==> src/rtl/lsu_pkg.sv <==
// lsu_pkg: shared types, size encodings and fault rules for the load/store unit
package lsu_pkg;
  typedef enum logic [2:0] {IDLE, RD, RDWAIT, WR, RESP} state_t;
  localparam logic [2:0] F3_B  = 3'b000;
  localparam logic [2:0] F3_H  = 3'b001;
  localparam logic [2:0] F3_W  = 3'b010;
  localparam logic [2:0] F3_BU = 3'b100;
  localparam logic [2:0] F3_HU = 3'b101;
  localparam int MEM_WORDS  = 32;
  localparam int WORD_IDX_W = 5;
  function automatic logic lsu_fault(input logic ld, input logic st, input logic [2:0] f3,
                                     input logic [31:0] a);
    return (ld == st) || |a[31:7] ||
           !((f3 inside {F3_B, F3_H, F3_W}) || (ld && (f3 inside {F3_BU, F3_HU}))) ||
           ((f3 == F3_H || f3 == F3_HU) && a[0]) || (f3 == F3_W && |a[1:0]);
  endfunction
endpackage

==> src/rtl/lsu_align.sv <==
// lsu_align: little-endian load extract/extend and byte/halfword store merge
module lsu_align
  import lsu_pkg::*;
(
  input  logic [2:0]  funct3,
  input  logic [1:0]  offset,
  input  logic [31:0] word,
  input  logic [31:0] wdata,
  output logic [31:0] load_data,
  output logic [31:0] merged
);
  logic [4:0]  sh;
  logic [31:0] s, mask;
  assign sh = {offset, 3'b000};
  assign s = word >> sh;
  assign load_data = funct3 == F3_B  ? {{24{s[7]}}, s[7:0]} :
                     funct3 == F3_BU ? {24'b0, s[7:0]} :
                     funct3 == F3_H  ? {{16{s[15]}}, s[15:0]} :
                     funct3 == F3_HU ? {16'b0, s[15:0]} : word;
  assign mask = funct3 == F3_B ? 32'h0000_00ff << sh :
                funct3 == F3_H ? 32'h0000_ffff << sh : '1;
  assign merged = (word & ~mask) | ((wdata << sh) & mask);
endmodule

==> src/rtl/load_store_unit.sv <==
// load_store_unit: multi-cycle load/store FSM with read-modify-write for sub-word stores
module load_store_unit
  import lsu_pkg::*;
(
  input  logic        clock,
  input  logic        reset,
  input  logic        req_valid,
  output logic        req_ready,
  input  logic        req_load,
  input  logic        req_store,
  input  logic [2:0]  req_funct3,
  input  logic [31:0] req_address,
  input  logic [31:0] req_wdata,
  input  logic [4:0]  req_rd,
  output logic        mem_read,
  output logic        mem_write,
  output logic [31:0] mem_address,
  output logic [31:0] mem_write_data,
  input  logic [31:0] mem_result,
  output logic        resp_valid,
  output logic        resp_rd_write,
  output logic [4:0]  resp_rd,
  output logic [31:0] resp_data,
  output logic        resp_fault
);
  state_t      state, state_d;
  logic        is_load, accept, req_fault;
  logic [2:0]  f3;
  logic [1:0]  off;
  logic [4:0]  rd;
  logic [31:0] wdata, load_data, merged;
  // ready is a decode of the state flop, gated so it drops the instant reset asserts
  assign req_ready = reset && state == IDLE;
  assign accept = req_valid && req_ready;
  assign req_fault = lsu_fault(req_load, req_store, req_funct3, req_address);
  lsu_align u_align (
    .funct3   (f3),
    .offset   (off),
    .word     (mem_result),
    .wdata    (wdata),
    .load_data(load_data),
    .merged   (merged)
  );
  always_comb begin
    state_d = state == IDLE   ? (!accept ? IDLE : req_fault ? RESP :
                                 (req_store && req_funct3 == F3_W) ? WR : RD) :
              state == RD     ? RDWAIT :
              state == RDWAIT ? (is_load ? RESP : WR) :
              state == WR     ? RESP : IDLE;
  end
  always_ff @(posedge clock or negedge reset)
    if (!reset) state <= IDLE;
    else state <= state_d;
  // outputs are registered from the next-state decode so they line up with the state
  always_ff @(posedge clock or negedge reset)
    if (!reset) begin
      is_load        <= 1'b0;
      f3             <= '0;
      off            <= '0;
      rd             <= '0;
      wdata          <= '0;
      mem_read       <= 1'b0;
      mem_write      <= 1'b0;
      mem_address    <= '0;
      mem_write_data <= '0;
      resp_valid     <= 1'b0;
      resp_rd_write  <= 1'b0;
      resp_rd        <= '0;
      resp_data      <= '0;
      resp_fault     <= 1'b0;
    end else begin
      if (accept) begin
        is_load     <= req_load;
        f3          <= req_funct3;
        off         <= req_address[1:0];
        rd          <= req_rd;
        wdata       <= req_wdata;
        mem_address <= {{(32-WORD_IDX_W){1'b0}}, req_address[WORD_IDX_W+1:2]};
      end
      mem_read  <= state_d == RD;
      mem_write <= state_d == WR;
      if (state_d == WR) mem_write_data <= state == IDLE ? req_wdata : merged;
      resp_valid    <= state_d == RESP;
      resp_fault    <= state_d == RESP && state == IDLE;
      resp_rd_write <= state_d == RESP && state == RDWAIT && is_load && rd != '0;
      if (state_d == RESP) begin
        resp_rd   <= state == IDLE ? req_rd : rd;
        resp_data <= (state == RDWAIT && is_load) ? load_data : '0;
      end
    end
endmodule
==> config.mk <==
export PLATFORM = sky130hd
export DESIGN_NAME = load_store_unit
export DESIGN_NICKNAME = d
export VERILOG_FILES = /design/src/rtl/lsu_pkg.sv /design/src/rtl/lsu_align.sv /design/src/rtl/load_store_unit.sv
export SDC_FILE = /design/constraint.sdc
export NUM_CORES = 1
export LEC_CHECK = 0
export CAP_MARGIN = 25
export CORE_MARGIN = 2
export CORE_UTILIZATION = 47
export CTS_CLUSTER_SIZE = 12
export DETAILED_ROUTE_END_ITERATION = 10
export PLACE_DENSITY = 0.86
export SLEW_MARGIN = 10
export SYNTH_ARGS = -nofsm -noshare
export SYNTH_HDL_FRONTEND = slang
export SYNTH_SLANG_ARGS = --single-unit
==> constraint.sdc <==
create_clock -name clock -period 3 [get_ports clock]
set_input_delay 0.3 -clock clock [delete_from_list [all_inputs] [get_ports clock]]
set_output_delay 0.3 -clock clock [all_outputs]
set_load 0.01 [all_outputs]
==> impl_metrics.ini <==
[synthesis]
synth-compound-area-share_pct = 17.0
synth_area_leaders = dfrtp_1, nand2_1, o21ai_0, mux2_2, mux2i_1
synth_fa_ha_area_share_pct = 0.745
async_reset_ff_share_pct = 100
synthSimpleGateAreaFrac_pct = 18.9
synth_cell_types = 44
syn-mean-instance-area_um2 = 8.64
synth_top_family_by_area = simple AND/OR/NAND/NOR gates
syn_area_mm2 = 0.00672
synth_ff_type = dfrtp_1
synth_top_area_cell = dfrtp_1
yosys.area.top_type_share_pct = 46.5
yosysSeqAreaShare_pct = 46.5
synth_edf_count = 0
yosys_warnings = 0
synth_mux_area_share_pct = 9.87
synth-xor-area-share_pct = 0
postSynthCellCount = 778
ys_seq_elements = 125

[worst_setup_path]
cp_num_buf_inv = 4
end_kind = output port
crit_path_frequent_cell = buf_4
crit_type = primary input to output port
worst-path-max-fanout = 61
worstPathRequired_ns = 2.70
cp_num_cells = 5
path_cells = dlygate4sd3_1 -> buf_4 -> buf_4 -> and2_1 -> clkdlybuf4s50_1
rr_worst_depth = 7
critPathLaunchType = primary input
arrival_ns = 2.34
critPathTopFamily = buffers and inverters
slowest_delay_ns = 0.61
slowest_stage = buf_4

[cells_and_area]
drive_gt1_share_pct = 8.83
layout_common_cells = nand2_1, clkdlybuf4s50_1, dfrtp_1
layout_commonest_cell = nand2_1
utilization_pct = 66.0
fillerInstances = 1095
nets = 1065
n_antenna_cell = 0
stdcell_area_mm2 = 0.00920
syn_to_final_growth_pct = 36.8

[floorplan]
die_h_um = 124
die_area_mm2 = 0.0153
die_w_um = 124
rows = 43
core_area_mm2 = 0.0139
ioPinCount = 216
initial_core_util_pct = 48.2

[timing]
min_period_ns = 2.64
worst_slack_ns = 0.359
period_share_pct = 88.0
finalSetupTns_ns = 0
tightestPinTransition_ns = 0.813
report.final.slew_viol_count = 0
rsz0062_at_grt = false
fmax_ghz = 0.379
skew_ns = 0.00841
slew-limit-headroom_pct = 45.8
final_hold_viol_count = 0
setup_viol = 0

[power]
max-vdd-ir-drop_mv = 0.608
p_per_area_mw_per_mm2 = 1060
cellLeakagePower_uw = 0.00419

[detailed_routing]
drc_errors = 0
via_count = 6409
drtIter0Drc = 725
ant_nets = 0
wl_per_cell_um = 18.1
routed_wl_um = 20600
dr.pass1.iters = 7
viasPerCell = 5.61

[clock_network]
insertion_delay_ns = 0.42
cts_setup_buffers = 0
cts_sinks = 125
cts-root-buf = clkbuf_16
htree_levels = 4
clk_pin_slew_worst_paths_ns = 0.05
cts_tree = built
cts_buffers = 17
max-clock-path-buffers = 2

[placed_design]
pre_cts_ws_ns = 0.0662
postPlaceCellArea_mm2 = 0.00868
io_buffers = 188
gp_congestion = 0.953
dp_hpwl_um = 15100

[worst_hold_path]
hold_class = primary input to async pin

[grt]
grt_use_total_pct = 27.7
grt_pass1_wl_um = 31900
gr-total-overflow = 0
grt_max_degree = 66
antenna_found_initial = 0
grt_pass1_vias = 6065

[status]
status = completed

[job]
drv_cap = 0
## power by group
part / leakage (µW) / switching [µW] / internal (µW)
registers: 0.00160 / 545 / 2400
clock network: 0.000245 / 707 / 1080
logic: 0.00235 / 2770 / 2240
## routing by layer
| metal | up-vias | share of wire [%] | track usage (%) |
|---|---|---|---|
| li1 | 2962 | - | - |
| met1 | 3031 | 40 | 36.3 |
| met2 | 364 | 47 | 43.9 |
| met3 | 52 | 10 | 7.65 |
| met4 | 0 | 2.7 | 10.2 |
| met5 | - | 0 | 0 |
## cells by family (layout without fill, tap and decap cells)
group | count (synthesis) | in the layout
fa+ha+maj | 4 | 4
simple gates | 308 | 308
buf+inv | 91 | 250
compound gates | 187 | 187
flops | 125 | 125
mux | 62 | 62
other cells | 1 | 27
## cells in the mapped netlist (2+ instances only)
master,count
a211oi_1,18
a21oi_1,43
a22o_1,26
a22oi_1,4
a31oi_1,9
and3_1,2
buf_1,4
buf_4,27
buf_6,3
clkbuf_1,44
dfrtp_1,125
ha_1,4
inv_1,12
mux2_1,2
mux2_2,32
mux2i_1,28
nand2_1,224
nand3_1,10
nor2_1,41
nor2b_1,11
nor4_1,7
o21ai_0,76
o22ai_1,2
or2_2,2
or3_1,3
## timing repair
| action | CTS | global route |
|---|---|---|
| gates resized for setup | 0 | 0 |
| hold buffers | 1 | 0 |
| hold endpoints to repair | 1 | 0 |
## layout make-up
class,instances,area [µm²],area share [%]
Sequential cell,125,3130,34.0
Clock buffer,23,468,5.09
Tap cell,180,225,2.45
Multi-Input combinational cell,588,3230,35.2
Timing Repair Buffer,207,2050,22.3
Clock inverter,7,42.5,0.463
Inverter,13,48.8,0.531
## sequential cells by signal (all words and copies together), names as in the netlist
| register | count |
|---|---|
| mem_read | 1 |
| mem_address | 5 |
| resp_rd | 5 |
| f3 | 3 |
| is_load | 1 |
| resp_valid | 1 |
| rd | 5 |
| resp_rd_write | 1 |
| wdata | 32 |
| resp_data | 32 |
| state | 3 |
| mem_write | 1 |
| resp_fault | 1 |
| off | 2 |
| mem_write_data | 32 |
## worst paths after layout
kind | startpoint | to | slack, ns
max in group asynchronous | reset | mem_address[0] | 1.79
min | reset | resp_valid | 0.22
max | reset | req_ready | 0.36
max reg2reg | state[0] | mem_write_data[1] | 0.47
min reg2reg | wdata[26] | wdata[26] | 0.47
min in group clock | req_address[5] | mem_address[3] | 0.42
## stage by stage
step	cells	hold WS [ns]	total power (µW)
finish	1143	0.222	9740
global route	1143	0.220	10400
CTS	1143	0.210	9720
detailed placement	1112	0.108	7870
global placement	1112	0.107	7730
floorplan	804	0.00441	5920
Note: power is estimated with default switching activity, not from simulation.
